===== src/rtl/pipeline_control_pkg.sv =====
// -----------------------------------------------------------------------------
// pipeline_control_pkg
// Shared types and constants for the MEM-stage sequencer of the RISC-V core.
//   mem_state_e     : MEM-stage FSM states (IDLE, REQUEST, COMPLETE)
//   fault_cause_e   : 3-bit fault cause encodings reported on faultCause
//   WORD_ALIGN_MASK : address LSBs that must be zero for a word access
//   is_word_aligned : helper applying WORD_ALIGN_MASK to an address LSB pair
// -----------------------------------------------------------------------------
package pipeline_control_pkg;

  typedef enum logic [1:0] {
    IDLE     = 2'd0,
    REQUEST  = 2'd1,
    COMPLETE = 2'd2
  } mem_state_e;

  typedef enum logic [2:0] {
    CAUSE_NONE       = 3'd0,
    CAUSE_MISALIGNED = 3'd1,
    CAUSE_CONFLICT   = 3'd2,
    CAUSE_BUS_ERROR  = 3'd3,
    CAUSE_TIMEOUT    = 3'd4
  } fault_cause_e;

  localparam logic [1:0] WORD_ALIGN_MASK = 2'b11;

  function automatic logic is_word_aligned(input logic [1:0] addr_lsbs);
    return (addr_lsbs & WORD_ALIGN_MASK) == 2'b00;
  endfunction

endpackage


===== src/rtl/access_timeout_counter.sv =====
// -----------------------------------------------------------------------------
// access_timeout_counter
// Counts cycles spent waiting on the data memory and flags the last allowed
// wait cycle. Only instantiated when ACCESS_TIMEOUT_EN is defined.
// Ports:
//   clock   in  single clock, all state on posedge
//   reset   in  synchronous, active-low
//   clear   in  return count to zero (held while not waiting)
//   enable  in  count this cycle (high while waiting)
//   expired out high during the TIMEOUT_CYCLES-th enabled cycle since clear
// -----------------------------------------------------------------------------
module access_timeout_counter #(
  parameter int TIMEOUT_CYCLES = 64
) (
  input  logic clock,
  input  logic reset,
  input  logic clear,
  input  logic enable,
  output logic expired
);

  localparam int CW = (TIMEOUT_CYCLES > 1) ? $clog2(TIMEOUT_CYCLES) : 1;
  localparam logic [CW-1:0] LAST_COUNT = CW'(TIMEOUT_CYCLES - 1);

  logic [CW-1:0] count_q, count_d;

  // The count stops at LAST_COUNT so it can never wrap back to zero while
  // the owner is still deciding what to do with the expiry.
  always_comb begin
    count_d = count_q;
    if (clear) begin
      count_d = '0;
    end else if (enable && (count_q != LAST_COUNT)) begin
      count_d = count_q + 1'b1;
    end
  end

  always_ff @(posedge clock) begin
    if (!reset) begin
      count_q <= '0;
    end else begin
      count_q <= count_d;
    end
  end

  // First enabled cycle sees count 0, so the N-th sees N-1.
  assign expired = enable && (count_q == LAST_COUNT);

endmodule


===== src/rtl/memory_stage_controller.sv =====
// -----------------------------------------------------------------------------
// memory_stage_controller
// MEM-stage sequencer: takes the load/store in EX/MEM, runs a request/ready
// handshake with a variable-latency data memory, stalls upstream and bubbles
// MEM/WB while the access is outstanding, and hands load data or a fault
// indication to write-back.
// Optional feature macro: ACCESS_TIMEOUT_EN (abort a wait after
// TIMEOUT_CYCLES cycles with fault cause 4). Undefined: waits indefinitely.
// Ports:
//   clock, reset             single clock; synchronous active-low reset
//   memRead, memWrite        load / store present in MEM
//   memAddress, memWriteData effective address and store data
//   dmemRequest              request to data memory (REQUEST state)
//   dmemWriteEnable          1 = write, valid with dmemRequest
//   dmemAddress, dmemWriteData registered copies of address / store data
//   dmemReady, dmemError, dmemReadData  memory response (qualified by ready)
//   stallPipeline            hold PC, IF/ID, ID/EX, EX/MEM
//   bubbleWriteBack          MEM/WB loads a NOP
//   memoryReadDataOut        captured load data (0 on fault)
//   accessFault, faultCause  one-cycle fault pulse and sticky cause
// -----------------------------------------------------------------------------
module memory_stage_controller
  import pipeline_control_pkg::*;
#(
  parameter int ADDR_WIDTH     = 32,
  parameter int DATA_WIDTH     = 32,
  parameter int TIMEOUT_CYCLES = 64
) (
  input  logic                  clock,
  input  logic                  reset,
  input  logic                  memRead,
  input  logic                  memWrite,
  input  logic [ADDR_WIDTH-1:0] memAddress,
  input  logic [DATA_WIDTH-1:0] memWriteData,
  output logic                  dmemRequest,
  output logic                  dmemWriteEnable,
  output logic [ADDR_WIDTH-1:0] dmemAddress,
  output logic [DATA_WIDTH-1:0] dmemWriteData,
  input  logic                  dmemReady,
  input  logic                  dmemError,
  input  logic [DATA_WIDTH-1:0] dmemReadData,
  output logic                  stallPipeline,
  output logic                  bubbleWriteBack,
  output logic [DATA_WIDTH-1:0] memoryReadDataOut,
  output logic                  accessFault,
  output logic [2:0]            faultCause
);

  mem_state_e            state_q, state_d;
  logic [ADDR_WIDTH-1:0] addr_q, addr_d;
  logic [DATA_WIDTH-1:0] wdata_q, wdata_d;
  logic [DATA_WIDTH-1:0] rdata_q, rdata_d;
  logic                  write_q, write_d;
  fault_cause_e          pending_q, pending_d;  // fault to report in COMPLETE
  fault_cause_e          cause_q, cause_d;      // last reported cause (sticky)
  fault_cause_e          fault_now;             // cause shown this cycle
  logic                  timeout_expired;

  // ---------------------------------------------------------------------------
  // Request decode (only meaningful in IDLE)
  // ---------------------------------------------------------------------------
  logic access_seen, conflict, aligned, misaligned, legal_access;

  assign access_seen  = memRead || memWrite;
  assign conflict     = memRead && memWrite;
  assign aligned      = is_word_aligned(memAddress[1:0]);
  // A conflict takes precedence over misalignment when both apply.
  assign misaligned   = access_seen && !conflict && !aligned;
  assign legal_access = access_seen && !conflict && aligned;

  // ---------------------------------------------------------------------------
  // Optional wait-cycle limit
  // ---------------------------------------------------------------------------
`ifdef ACCESS_TIMEOUT_EN
  access_timeout_counter #(
    .TIMEOUT_CYCLES(TIMEOUT_CYCLES)
  ) u_timeout (
    .clock  (clock),
    .reset  (reset),
    .clear  (state_q != REQUEST),
    .enable (state_q == REQUEST),
    .expired(timeout_expired)
  );
`else
  logic unused_timeout_cfg;
  assign unused_timeout_cfg = (TIMEOUT_CYCLES > 0);
  assign timeout_expired    = 1'b0;
`endif

  // ---------------------------------------------------------------------------
  // FSM: state register
  // ---------------------------------------------------------------------------
  always_ff @(posedge clock) begin
    if (!reset) begin
      state_q <= IDLE;
    end else begin
      state_q <= state_d;
    end
  end

  // ---------------------------------------------------------------------------
  // FSM: next state
  // ---------------------------------------------------------------------------
  always_comb begin
    state_d = state_q;
    case (state_q)
      IDLE:     if (legal_access) state_d = REQUEST;
      // A ready arriving on the expiry cycle is a normal completion.
      REQUEST:  if (dmemReady || timeout_expired) state_d = COMPLETE;
      COMPLETE: state_d = IDLE;
      default:  state_d = IDLE;
    endcase
  end

  // ---------------------------------------------------------------------------
  // FSM: outputs
  // ---------------------------------------------------------------------------
  always_comb begin
    dmemRequest     = 1'b0;
    dmemWriteEnable = 1'b0;
    stallPipeline   = 1'b0;
    bubbleWriteBack = 1'b0;
    accessFault     = 1'b0;
    fault_now       = cause_q;
    case (state_q)
      IDLE: begin
        if (conflict) begin
          accessFault = 1'b1;
          fault_now   = CAUSE_CONFLICT;
        end else if (misaligned) begin
          accessFault = 1'b1;
          fault_now   = CAUSE_MISALIGNED;
        end else if (legal_access) begin
          // Stall in the same cycle the access is seen so EX/MEM holds it.
          stallPipeline   = 1'b1;
          bubbleWriteBack = 1'b1;
        end
      end
      REQUEST: begin
        dmemRequest     = 1'b1;
        dmemWriteEnable = write_q;
        stallPipeline   = 1'b1;
        bubbleWriteBack = 1'b1;
      end
      COMPLETE: begin
        if (pending_q != CAUSE_NONE) begin
          accessFault = 1'b1;
          fault_now   = pending_q;
        end
      end
      default: ;
    endcase
    // Reset low overrides every control output regardless of inputs.
    if (!reset) begin
      dmemRequest     = 1'b0;
      dmemWriteEnable = 1'b0;
      stallPipeline   = 1'b0;
      bubbleWriteBack = 1'b0;
      accessFault     = 1'b0;
      fault_now       = CAUSE_NONE;
    end
  end

  // ---------------------------------------------------------------------------
  // Datapath next state
  // ---------------------------------------------------------------------------
  always_comb begin
    addr_d    = addr_q;
    wdata_d   = wdata_q;
    write_d   = write_q;
    rdata_d   = rdata_q;
    pending_d = pending_q;
    cause_d   = cause_q;
    case (state_q)
      IDLE: begin
        pending_d = CAUSE_NONE;
        if (legal_access) begin
          addr_d  = memAddress;
          wdata_d = memWriteData;
          write_d = memWrite;
        end
      end
      REQUEST: begin
        if (dmemReady) begin
          if (dmemError) begin
            rdata_d   = '0;
            pending_d = CAUSE_BUS_ERROR;
          end else if (!write_q) begin
            rdata_d = dmemReadData;
          end
        end else if (timeout_expired) begin
          rdata_d   = '0;
          pending_d = CAUSE_TIMEOUT;
        end
      end
      default: ;
    endcase
    // The cause register follows whatever fault is pulsed, so it shows the
    // new cause from the pulse cycle onwards and holds it afterwards.
    if (accessFault) begin
      cause_d = fault_now;
    end
  end

  always_ff @(posedge clock) begin
    if (!reset) begin
      addr_q    <= '0;
      wdata_q   <= '0;
      write_q   <= 1'b0;
      rdata_q   <= '0;
      pending_q <= CAUSE_NONE;
      cause_q   <= CAUSE_NONE;
    end else begin
      addr_q    <= addr_d;
      wdata_q   <= wdata_d;
      write_q   <= write_d;
      rdata_q   <= rdata_d;
      pending_q <= pending_d;
      cause_q   <= cause_d;
    end
  end

  assign dmemAddress       = addr_q;
  assign dmemWriteData     = wdata_q;
  assign memoryReadDataOut = rdata_q;
  assign faultCause        = fault_now;

endmodule


===== config.mk =====
export PLATFORM = sky130hd
export DESIGN_NAME = memory_stage_controller
export DESIGN_NICKNAME = d
export VERILOG_FILES = /design/src/rtl/pipeline_control_pkg.sv /design/src/rtl/access_timeout_counter.sv /design/src/rtl/memory_stage_controller.sv
export SDC_FILE = /design/constraint.sdc
export NUM_CORES = 1
export LEC_CHECK = 0
export CAP_MARGIN = 5
export CORE_ASPECT_RATIO = 2
export CORE_MARGIN = 2
export CORE_UTILIZATION = 40
export CTS_CLUSTER_SIZE = 8
export DETAILED_ROUTE_END_ITERATION = 8
export PLACE_DENSITY = 0.91
export SETUP_SLACK_MARGIN = 0.5
export SLEW_MARGIN = 20
export SYNTH_ARGS = -nofsm -noshare
export SYNTH_HDL_FRONTEND = slang
export SYNTH_SLANG_ARGS = --single-unit

===== constraint.sdc =====
create_clock -name clock -period 1.9 [get_ports clock]
set_input_delay 0.38 -clock clock [delete_from_list [all_inputs] [get_ports clock]]
set_output_delay 0.38 -clock clock [all_outputs]
set_load 0.02 [all_outputs]

---- Word level (Yosys, flattened, before mapping) ----
Cells that the tools add are included.
word-level totals
  bits in registers ....................... 105
  latch bits .............................. 0
  RAM bits ................................ 0
  bits in read-only memories .............. 0
  bits of input ports ..................... 102
  output and inout bits ................... 104
  logic and storage cells ................. 55
  memories ................................ 0
operators by class
  add/sub/neg operators ................... 0
  multipliers ............................. 0
  div/mod/pow operators ................... 0
  order comparisons ....................... 0
  equal/unequal tests ..................... 6
  shifts and indexed selects .............. 0
  mux-type cells .......................... 27
  bitwise logic cells ..................... 0
  reduce and logical (&&, ||, !) cells .... 15
operators by type and width
  kind                                           count
  2-to-1 mux 32 bit                              2
  2-to-1 mux 3 bit                               6
  2-to-1 mux 1 bit                               12
  one-hot mux 3 bit (2 select lines)             2
  != test 2 bit, second input constant           4
  AND reduction 3 bit                            2
  logical AND 1 bit                              4
  zero test 2 bit                                2
  2-to-1 mux 2 bit                               2
  one-hot mux 1 bit (2 select lines)             2
  one-hot mux 2 bit (2 select lines)             1
  AND reduction 2 bit                            2
  nonzero test 3 bit                             1
  == test 2 x 1 -> 1 bit, second input constant  1
  == test 2 bit, second input constant           1
  zero test 1 bit                                2
  nonzero test 2 bit                             1
  logical OR 1 bit                               1

---- Logic depth before layout (Yosys ltp) ----
Gate-level depths: netlist (run 1).
  depth in word-level cells ............... 9
  gate-level depth with buffers ........... 6
  depth with buffers taken out ............ 4

---- Least setup slack after synthesis (run 1) ----
Ideal clock, no wire load.
  path type ............................... input to output
  start point ............................. input memRead
  end point ............................... output stallPipeline
  arrival ................................. 1.529 ns
  data required time ...................... 1.520 ns
  setup slack ............................. -0.009 ns
  stages .................................. 6
  path buffers ............................ 3
  path through ............................ ha_1 -> and3_1 -> clkbuf_1 -> buf_6 -> a31o_1 -> buf_4
on the way
  cells in the longest elaborated chain, start to end .. 9
  elaborated cells on any way between the ends .. 11
  those cells by class .................... mux (5); reduce/logical (6)
ends and longest elaborated chain
  element                               line                                                          RTL
  from (decl)                           memory_stage_controller.sv:31                                 input logic memRead,
  logical AND 1 bit                     memory_stage_controller.sv:65                                 assign conflict = memRead && memWrite;
  zero test 1 bit                       memory_stage_controller.sv:68, memory_stage_controller.sv:69
  logical AND 1 bit                     memory_stage_controller.sv:68, memory_stage_controller.sv:69
  logical AND 1 bit                     memory_stage_controller.sv:69                                 assign legal_access = access_seen && !conflict && aligned;
  2-to-1 mux 1 bit (2 in series)        --
  2-to-1 mux 1 bit *                    --
  one-hot mux 1 bit (2 select lines) *  --
  2-to-1 mux 1 bit *                    --
  to (decl)                             memory_stage_controller.sv:42                                 output logic stallPipeline,
Every way passes the cells marked *; elsewhere a longest branch is shown, timed or not.

---- Worst setup path after layout (run 1) ----
  start point ............................. register state_q[1]
  end point ............................... output faultCause[1]
on the way
  cells in the longest elaborated chain, start to end .. 3
  elaborated cells on any way between the ends .. 4
  those cells by class .................... eq/ne (1); mux (2); reduce/logical (1)
ends and longest elaborated chain
  element                                                  line                            RTL
  from (decl)                                              memory_stage_controller.sv:49   mem_state_e state_q, state_d;
  from (signal assigned)                                   memory_stage_controller.sv:97   state_q <= state_d;
  == test 2 bit / zero test 2 bit (equally long branches)  memory_stage_controller.sv:125  case (state_q)
  one-hot mux 3 bit (2 select lines) *                     memory_stage_controller.sv:125
  2-to-1 mux 3 bit *                                       memory_stage_controller.sv:154  if (!reset) begin
  to (decl)                                                memory_stage_controller.sv:46   output logic [2:0] faultCause
Marks and branches as above.

==> results of run 1 <==
-- kinds of logic after synthesis --
kind of cell | count (synthesis)
compound gates | 12
fa+ha+maj | 1
buf+inv | 37
flops | 103
mux | 95
simple gates | 213
-- repair_timing --
item | in CTS | in global routing
setup buffers | 6 | 10
setup endpoints to repair | 203 | 163
gates resized for setup | 274 | 110
pin swaps | 5 | 4
hold endpoints to repair | 0 | 0
gates cloned | 6 | 2
hold buffers | 0 | 0
-- stage by stage --
| step | hold slack, ns | instances |
|---|---|---|
| 6_report | 0.3011 | 828 |
| 5_1_grt | 0.2949 | 828 |
| 4_1_cts | 0.2872 | 815 |
| 3_5_place_dp | 0.4473 | 787 |
| 3_3_place_gp | 0.4418 | 787 |
| 2_1_floorplan | 0.4435 | 461 |
-- sequential cells by signal (all words and copies together), names as in the netlist --
name               flops
dmemWriteData         32
state_q                2
write_q                1
pending_q              1
cause_q                3
dmemAddress           32
memoryReadDataOut     32
-- final timing paths --
path,to,slack (ns),cells past startpoint
hold reg to reg,dmemAddress[25],0.46,2
setup / recovery,faultCause[1],-0.003,4
setup reg to reg,memoryReadDataOut[14],0.26,7
hold / removal,write_q,0.30,3
-- critical path, cell delays in order (launching register included) --
cell and delay (ns):
dfxtp_4 0.36, nor2b_4 0.15, or3_4 0.38, a21boi_2 0.15, buf_6 0.14
-- metal layers --
layer  vias up  share of wire, %
met2       170                58
met1      1911                33
li1       1949                 -
met3        40               5.2
met5         -                 0
met4         0               3.7
-- power by group --
part	leakage (nW)	internal, mW	switching, mW
logic	1.85	0.483	0.405
clock network	0.146	1.04	0.843
registers	0.836	2.22	0.0399
total	2.83	3.75	1.29
-- cell type report --
class	count	area (sq um)
tap	135	168.9
fill	798	3113
inverter	2	7.507
multi-input combinational	321	2071
clock inverter	6	75.07
sequential	103	2067
timing repair buffer	250	2416
clock buffer	10	229.0
antenna	1	2.502
-- synthesized netlist by cell type, types with 2 or more instances --
library cell / n / area share, %
buf_4: 2 / 0.36
nand2_1: 192 / 17
mux2i_1: 95 / 23
clkbuf_1: 23 / 2.1
buf_6: 9 / 2.4
a21boi_1: 2 / 0.36
a21oi_1: 2 / 0.24
o211a_1: 2 / 0.48
dfxtp_1: 103 / 49
nor2b_1: 3 / 0.45
nor2_1: 4 / 0.36
inv_1: 2 / 0.18
and3_1: 7 / 1.0
==> impl_metrics.env, run 1 <==
export IMPL_fmax_mhz=525.4
export IMPL_worstMarginPinSlew_ns=0.3613
export IMPL_drtIter0Drc=179
export IMPL_fp_dieH_microns=148.4
export IMPL_synth_xor_area_share_pct=0
export IMPL_fin_skew_ns=0.009709
export IMPL_drtAntennaViolNets=0
export IMPL_synth_simple_gate_area_share_pct=20.18
export IMPL_maxCapViolations=0
export IMPL_worst_setup_path_type="reg2out"
export IMPL_grt_ovfl_total=0
export IMPL_grt_pass1_wl_mm=21.90
export IMPL_ctsLongestPathBuffers=2
export IMPL_cts_made_buffers=9
export IMPL_synth_top_family_by_area="multiplexers"
export IMPL_grt_use_met3_pct=6.007
export IMPL_tns_ns=-0.003450
export IMPL_hpwl_mm=9.495
export IMPL_avgSynthCellArea_sq_um=9.052
export IMPL_drc=0
export IMPL_ys_ff_latch=103
export IMPL_synth_edff_count=0
export IMPL_wl_per_cell_microns=17.89
export IMPL_synth_mux_area_fraction_pct=22.79
export IMPL_synthesis_instances=461
export IMPL_htreeDepth=3
export IMPL_run_status="complete, but fails checks"
export IMPL_port_buffers=205
export IMPL_cts_sinks=103
export IMPL_vias=4070
export IMPL_fin_nets=790
export IMPL_syn_nets=564
export IMPL_slew_headroom_pct=75.91
export IMPL_finalPower_mw=5.040
export IMPL_min_period_over_period_pct=100.2
export IMPL_endpoint_kind="output port"
export IMPL_cp_max_fo=4
export IMPL_drt_vias_per_instance=4.915
export IMPL_dieArea_sq_um=11310
export IMPL_r2r_start="state_q[1]"
export IMPL_synthArstFlopShare_pct=0
export IMPL_cp_arrival_ns=1.52
export IMPL_fin_util_pct=69.33
export IMPL_crit_start="state_q[1]"
export IMPL_startpoint_type="flop"
export IMPL_layout_commonest_cell="nand2_1"
export IMPL_violations="negative setup slack"
export IMPL_hold_violations=0
export IMPL_ys_types=28
export IMPL_core_area_sq_um=10150
export IMPL_grt_antenna_before_repair=1
export IMPL_gp_congestion=0.7791
export IMPL_cts_clk_slew_worst_paths_ns=0.07
export IMPL_fin_crit_ns=1.903
export IMPL_cp_required_ns=1.52
export IMPL_cts_root_buf="clkbuf_16"
export IMPL_final_cell_mix="nand2_1, dfxtp_1, clkdlybuf4s50_1"
export IMPL_finalSetupViolCount=1
export IMPL_irDropWorstVdd_mv=0.6134
export IMPL_syn_area_sq_um=4173
export IMPL_wl_mm=14.81
export IMPL_place_area_sq_um=6437
export IMPL_grt_usage_pct=24.58
export IMPL_grt_util_met2_pct=47.96
export IMPL_yosysWarningCount=0
export IMPL_first_pass_iters=5
export IMPL_busiest_layer="met2"
export IMPL_cellLeakagePower_nw=2.832
export IMPL_drv_slew=0
export IMPL_fin_ws_ns=-0.003450
export IMPL_die_w_microns=76.22
export IMPL_ios=206
export IMPL_place_ws_ns=-0.9114
export IMPL_start_util_pct=41.11
export IMPL_postLayoutCellArea_sq_um=7037
export IMPL_grt_pass1_vias=4314
export IMPL_grt_use_met1_pct=23.38
export IMPL_seq_area_frac_synth_pct=49.42
export IMPL_rows=52
export IMPL_clk_latency_ns=0.34
export IMPL_drive_gt1_share_pct=25.29
export IMPL_grt_setup_unrepaired="true"
export IMPL_p_per_area_nw_per_um2=716.2
export IMPL_ys_flop_type="dfxtp_1"
export IMPL_synth_compound_gate_area_share_pct=2.159
export IMPL_syn_to_final_growth_pct=68.64
export IMPL_grt_max_degree=54
export IMPL_hold_start="memWrite"
export IMPL_cts_tree="yes"
export IMPL_min_path_type="in2reg"
export IMPL_synthAdderAreaFrac_pct=0.2999
(Power assumes the default switching activity.)
==> inputs of run 2 (changes only) <==
- ABC_AREA: not set -> 1
- TNS_END_PERCENT: not set -> 5
==> run 2 against run 1 <==
The run now ends clean. Critical path depth is the same. Core utilization is 2.8 points lower. Power rose by 4.4%. Synthesized cell count grew 20%. Clock power increased by 9%. Sequential cell count is the same. Fmax is 12% higher. Clock skew shrank 0.00094 ns. Cell count increased by 6.2%. Worst hold slack got worse by 0.010 ns. Global-route usage fell by 0.99 points. Largest cell class unchanged. Highest routed layer unchanged.
==> impl_metrics.env, run 2 <==
export IMPL_fp_dieH_microns=147.4
export IMPL_clk_latency_ns=0.34
export IMPL_first_pass_iters=5
export IMPL_syn_nets=654
export IMPL_hold_start="memWrite"
export IMPL_endpoint_kind="output port"
export IMPL_synth_area_leaders="dfxtp_1, nand2_1, nand4_1, a21oi_1, nor2_1"
export IMPL_power_switching_mw=1.264
export IMPL_synthMostInstantiatedCell="nand2_1"
export IMPL_yosysWarningCount=0
export IMPL_worstMarginPinSlew_ns=0.6806
export IMPL_core_area_sq_um=10080
export IMPL_synth_common_cells="nand2_1, dfxtp_1, nor2_1"
export IMPL_p_comb_share_pct=17.4
export IMPL_hpwl_mm=9.601
export IMPL_place_area_sq_um=6259
export IMPL_slew_headroom_pct=54.62
export IMPL_drv_slew=0
export IMPL_p_seq_share_pct=43.4
export IMPL_cellLeakagePower_nw=2.575
export IMPL_grt_max_degree=68
export IMPL_ctsLongestPathBuffers=2
export IMPL_crit_start="state_q[0]"
export IMPL_fin_util_pct=66.53
export IMPL_rows=52
export IMPL_drive_gt1_share_pct=9.812
export IMPL_cp_arrival_ns=1.32
export IMPL_cp_max_fo=6
export IMPL_ff2ff_setup_slack_ns=0.39
export IMPL_cts_clk_slew_worst_paths_ns=0.07
export IMPL_clock_power_share_pct=39.2
export IMPL_layout_commonest_cell="clkdlybuf4s50_1"
export IMPL_grt_ovfl_total=0
export IMPL_synth_area_leader_cell="dfxtp_1"
export IMPL_die_w_microns=75.70
export IMPL_drt_vias_per_instance=5.085
export IMPL_p_sw_share_pct=24.03
export IMPL_seq_area_frac_synth_pct=50.14
export IMPL_r2r_cells=5
export IMPL_ys_types=23
export IMPL_cts_tree="yes"
export IMPL_run_status="completed"
export IMPL_drtIter0Drc=120
export IMPL_maxCapViolations=0
export IMPL_drc=0
export IMPL_startpoint_type="flop"
export IMPL_worst_setup_path_type="reg2out"
export IMPL_irDropWorstVdd_mv=0.6746
export IMPL_grt_pass1_wl_mm=20.44
export IMPL_diodes=0
export IMPL_postCtsHoldBufs=0
export IMPL_ys_flop_type="dfxtp_1"
export IMPL_grt_usage_pct=23.59
export IMPL_ys_ff_latch=103
export IMPL_layout_cells_non_filler=879
export IMPL_grt_antenna_before_repair=0
export IMPL_fin_crit_ns=1.704
export IMPL_cts_sinks=103
export IMPL_fin_skew_ns=0.008773
export IMPL_placed_cells=860
export IMPL_synth_edff_count=0
export IMPL_finalSetupViolCount=0
export IMPL_synthArstFlopShare_pct=0
export IMPL_cts_root_buf="clkbuf_16"
export IMPL_p_int_mw=3.996
export IMPL_hold_violations=0
export IMPL_avgSynthCellArea_sq_um=7.464
export IMPL_cp_required_ns=1.52
export IMPL_r2r_start="state_q[0]"
export IMPL_grt_setup_unrepaired="true"
export IMPL_drtAntennaViolNets=0
export IMPL_gp_congestion=0.8481
export IMPL_postLayoutCellArea_sq_um=6709
export IMPL_fmax_mhz=586.9
export IMPL_min_path_type="in2reg"
export IMPL_start_util_pct=40.78
export IMPL_fin_nets=844
export IMPL_wl_per_cell_microns=15.09
export IMPL_p_per_area_nw_per_um2=784.1
export IMPL_grt_pass1_vias=4515
export IMPL_synthesis_instances=551
export IMPL_fin_ws_ns=0.1961
export IMPL_port_buffers=205
export IMPL_dieArea_sq_um=11160
export IMPL_place_ws_ns=-0.7110
export IMPL_timing_rr_end="dmemAddress[6]"
export IMPL_htreeDepth=3
export IMPL_ios=206
export IMPL_synth_top_area_share_pct=50.14
export IMPL_syn_area_sq_um=4113
export IMPL_vias=4470
export IMPL_min_period_over_period_pct=89.68
export IMPL_final_cell_mix="clkdlybuf4s50_1, nand2_1, dfxtp_1"
export IMPL_crit_path_end="bubbleWriteBack"
export IMPL_syn_to_final_growth_pct=63.13
export IMPL_fill_cells=808
export IMPL_cts_made_buffers=9
export IMPL_wl_mm=13.26
-- run 2: changes by cell type after synthesis, sizes merged, moves of 5 or more --
cell   previous run  this run
a21oi             2        66
mux2i            95         0
nand3             1         6
and3              7         0
nor2              4        77
inv               2        10
nand2           192       171
buf              12        26
nand4             0        62
-- run 2: worst min-delay path by stage --
stage	end	slack, ns	cells after the start
after floorplan	cause_q[1]	0.47	2
after global placement	dmemAddress[1]	0.45	2
after detailed placement	dmemAddress[0]	0.45	2
after CTS	write_q	0.28	3
after global routing	write_q	0.28	3
final	write_q	0.29	3
-- run 2: metrics by stage --
stage / total power [mW] / hold WS, ns / TNS (ns)
finish: 5.260 / 0.2907 / 0
global route: 5.460 / 0.2781 / 0
global placement: 3.186 / 0.4450 / -25.03
CTS: 5.298 / 0.2821 / 0
floorplan: 2.759 / 0.4659 / 0
detailed placement: 3.212 / 0.4486 / -27.59
-- run 2: power groups by stage --
| stage | Sequential [mW] | Clock (mW) | Combinational (mW) |
|---|---|---|---|
| 6_report | 2.28 | 2.06 | 0.916 |
| 5_1_grt | 2.29 | 2.19 | 0.982 |
| 4_1_cts | 2.28 | 2.10 | 0.913 |
| 3_5_place_dp | 2.33 | 0 | 0.882 |
| 3_3_place_gp | 2.33 | 0 | 0.861 |
| 2_1_floorplan | 2.42 | 0 | 0.343 |
-- run 2: worst max-delay path: stages (launching register included) --
cell	delay, ns
dfxtp_2	0.34
nor2_4	0.21
nand3_4	0.11
o21ai_4	0.19
buf_6	0.15
-- run 2: layout make-up --
type                       count  area [sq um]  area share [%]
timing repair buffer         227          2243           33.44
sequential                   103          2067           30.81
multi-input combinational    390          1856           27.66
clock buffer                  10         239.0           3.562
tap                          135         168.9           2.518
clock inverter                 4         95.09           1.417
inverter                      10         40.04          0.5968
-- run 2: what timing repair did --
action | CTS | global route
setup endpoints to repair | 179 | 202
buffers inserted | 5 | 0
gates cloned | 0 | 0
pin swaps | 7 | 3
gates resized for setup | 84 | 9
-- run 2: routing by layer --
layer	part of all wire, %	wire (microns)	GRT usage (%)	vias to the layer above
li1	-	-	-	2191
met1	35	4591	22.39	2046
met2	55	7272	43.22	184
met3	5.5	730	5.726	49
met4	5.0	669	13.51	0
met5	0	0	0	-
-- run 2: kinds of logic (layout without fill, tap and decap cells) --
group	count (synthesis)	in the layout	synth area share (%)
adders and majority gates	1	1	0.3042
DFF	103	103	50.14
buffers and inverters	58	251	7.210
and+or+nand+nor	317	317	33.47
AOI/OAI and AO/OA	72	72	8.884
==> RTL edit (settings of run 2) <==
Make the reset (`reset`) asynchronous in 2 clocked blocks. Comments in the files are not updated.
--- a/src/rtl/memory_stage_controller.sv
+++ b/src/rtl/memory_stage_controller.sv
@@ -90,7 +90,7 @@
   // ---------------------------------------------------------------------------
   // FSM: state register
   // ---------------------------------------------------------------------------
-  always_ff @(posedge clock) begin
+  always_ff @(posedge clock or negedge reset) begin
     if (!reset) begin
       state_q <= IDLE;
     end else begin
@@ -202,7 +202,7 @@
     end
   end
 
-  always_ff @(posedge clock) begin
+  always_ff @(posedge clock or negedge reset) begin
     if (!reset) begin
       addr_q    <= '0;
       wdata_q   <= '0;
Function: differs if reset is asserted again (counterexample within 4 cycles, from zero or initial values and one cycle with reset low); with reset held inactive, the same outputs for 10 cycles.
==> RTL edit against run 2 <==
The flow now finishes with violations (setup timing). Final area rose by 7.0%. First-iteration DRC count rose by 40%. Synthesized cell count fell by 16%. Routed wire length fell by 5.6%. Sequential cell count did not move. Fmax fell by 11%. Setup slack got worse by 0.22 ns. Sequential share of layout area rose by 5.1 points. Synthesized area rose by 4.5%. Largest cell class is now registers.
Power is not compared: it rests on default switching activity, and its combinational part moved more than twofold at a synthesized area within 25%.
==> RTL edit: results (changes against run 2) <==
cts:
  root_buffer: "clkbuf_16"
  postCtsSetupRepairBufs: 3  # -2
  ctsLongestPathBuffers: 2  # unchanged
  post_cts_resize_count: 58  # -31%
  clkLatencyLatePin_ns: 0.33
cells_and_area:
  multi_input_gates: 231  # -41%
  nClkBuffers: 11  # +1
  multi_input_area_mm2: 0.00128  # -31%
  nonClkBufAreaFrac_pct: 34.2  # +0.77 points
  clk_share_pct: 4.01  # -0.97 points
  fillers: 774  # -4.2%
  nNetsFinal: 777  # -7.9%
  multi_input_area_share_pct: 17.8  # -9.8 points
  instances_no_fill: 814  # -7.4%
  layout-drive-gt1-share_pct: 14.0  # +4.2 points
  buffers: 222  # -2.2%
  sh_seq_area_pct: 35.9  # +5.1 points
synth:
  synth_fa_ha_area_share_pct: 0.291  # -0.013 points
  netlist_top_cells_area: "dfrtp_1 60%, nand2_1 9.6%, inv_1 9.2%"
  synth_fp_nets: 565  # -14%
  yosysUniqueCellTypes: 22  # -4.3%
  synth_top_flop_cell: "dfrtp_1"
  ys_top_cells_by_count: "110 x nand2_1, 105 x inv_1, 103 x dfrtp_1, 42 x o21ai_1, 31 x o21ai_2"
  synth_area_per_cell_um2: 9.30  # +25%
  async_flop_share_pct: 100  # +100 points
  seq_area_frac_synth_pct: 60.0  # +9.9 points
  synth-compound-area-share_pct: 14.4  # +5.5 points
status:
  violations: "setup timing"
  outcome: "finished, violations left"
detailed_routing:
  vias_per_cell: 4.67  # -8.2%
  wirelength_um: 12500  # -5.6%
  drtPass1Iterations: 5  # unchanged
  drtIter0Drc: 168  # +40%
place:
  place_inst: 795  # -7.6%
  gp_congestion: 0.833  # -1.8%
  dp_slack_ns: -0.702  # +0.00892 ns
  hpwl_um: 9010  # -6.2%
  place_area_mm2: 0.00650  # +3.9%
power_and_ir_drop:
  maxPowerGroup: "registers"
  combPwrFrac_pct: 38.0
  pwr-share-clk_pct: 22.9
  p_leak_nw: 4.80
setup_path:
  worstSetupStartpoint: "state_q[1]"
  r2r-end: "dmemAddress[5]"
  arrival_ns: 1.55  # +0.23 ns
  crit_fanout: 4  # -2
  reg2reg_setup_slack_ns: 0.27  # -0.12 ns
  endpoint: "accessFault"
global_route:
  first_global_vias: 3913  # -13%
  grt_pass1_wl_um: 18900  # -7.4%
  grt_usage_pct: 20.6  # -2.9 points
  grt_max_degree: 130  # +91%
timing:
  setup_viol: 3  # +3
  worst_slack_ns: -0.0252  # -0.221 ns
  tightest_slew_ns: 0.725  # +0.0443 ns
  fin_skew_ns: 0.0101  # +0.00130 ns
  fin_tns_setup_ns: -0.0280  # -0.0280 ns
  whs_ns: 0.0844  # -0.206 ns
floorplanning:
  num_rows: 53  # +1.9%
worst_hold_path:
  hp-class: "in2async"
## RTL edit: cell count changes in the layout (fill, tap and decap cells not counted), sizes merged, moves of 7 or more
cell / run 2 / this run
clkdlybuf4s50: 186 / 96
buf: 32 / 25
nand2: 171 / 110
nand4: 62 / 1
inv: 10 / 107
dlymetal6s2s: 4 / 96
a21oi: 66 / 4
o21ai: 3 / 96
dfxtp: 103 / 0
dfrtp: 0 / 103
nor2: 77 / 9
## RTL edit: critical path, stage by stage (launching register included)
cell	delay, ns
dfrtp_1	0.41
nor2_4	0.22
nand3_4	0.12
nand3_4	0.11
buf_6	0.11
nand2_4	0.04
inv_2	0.08
buf_6	0.12
## RTL edit: layer usage
| metal | share of wire, % | up-vias | GRT usage, % |
|---|---|---|---|
| met3 | 6.0 | 41 | 4.62 |
| met4 | 3.8 | 0 | 11.1 |
| li1 | - | 1810 | - |
| met1 | 34 | 1784 | 21.5 |
| met5 | 0 | - | 0 |
| met2 | 56 | 164 | 38.0 |
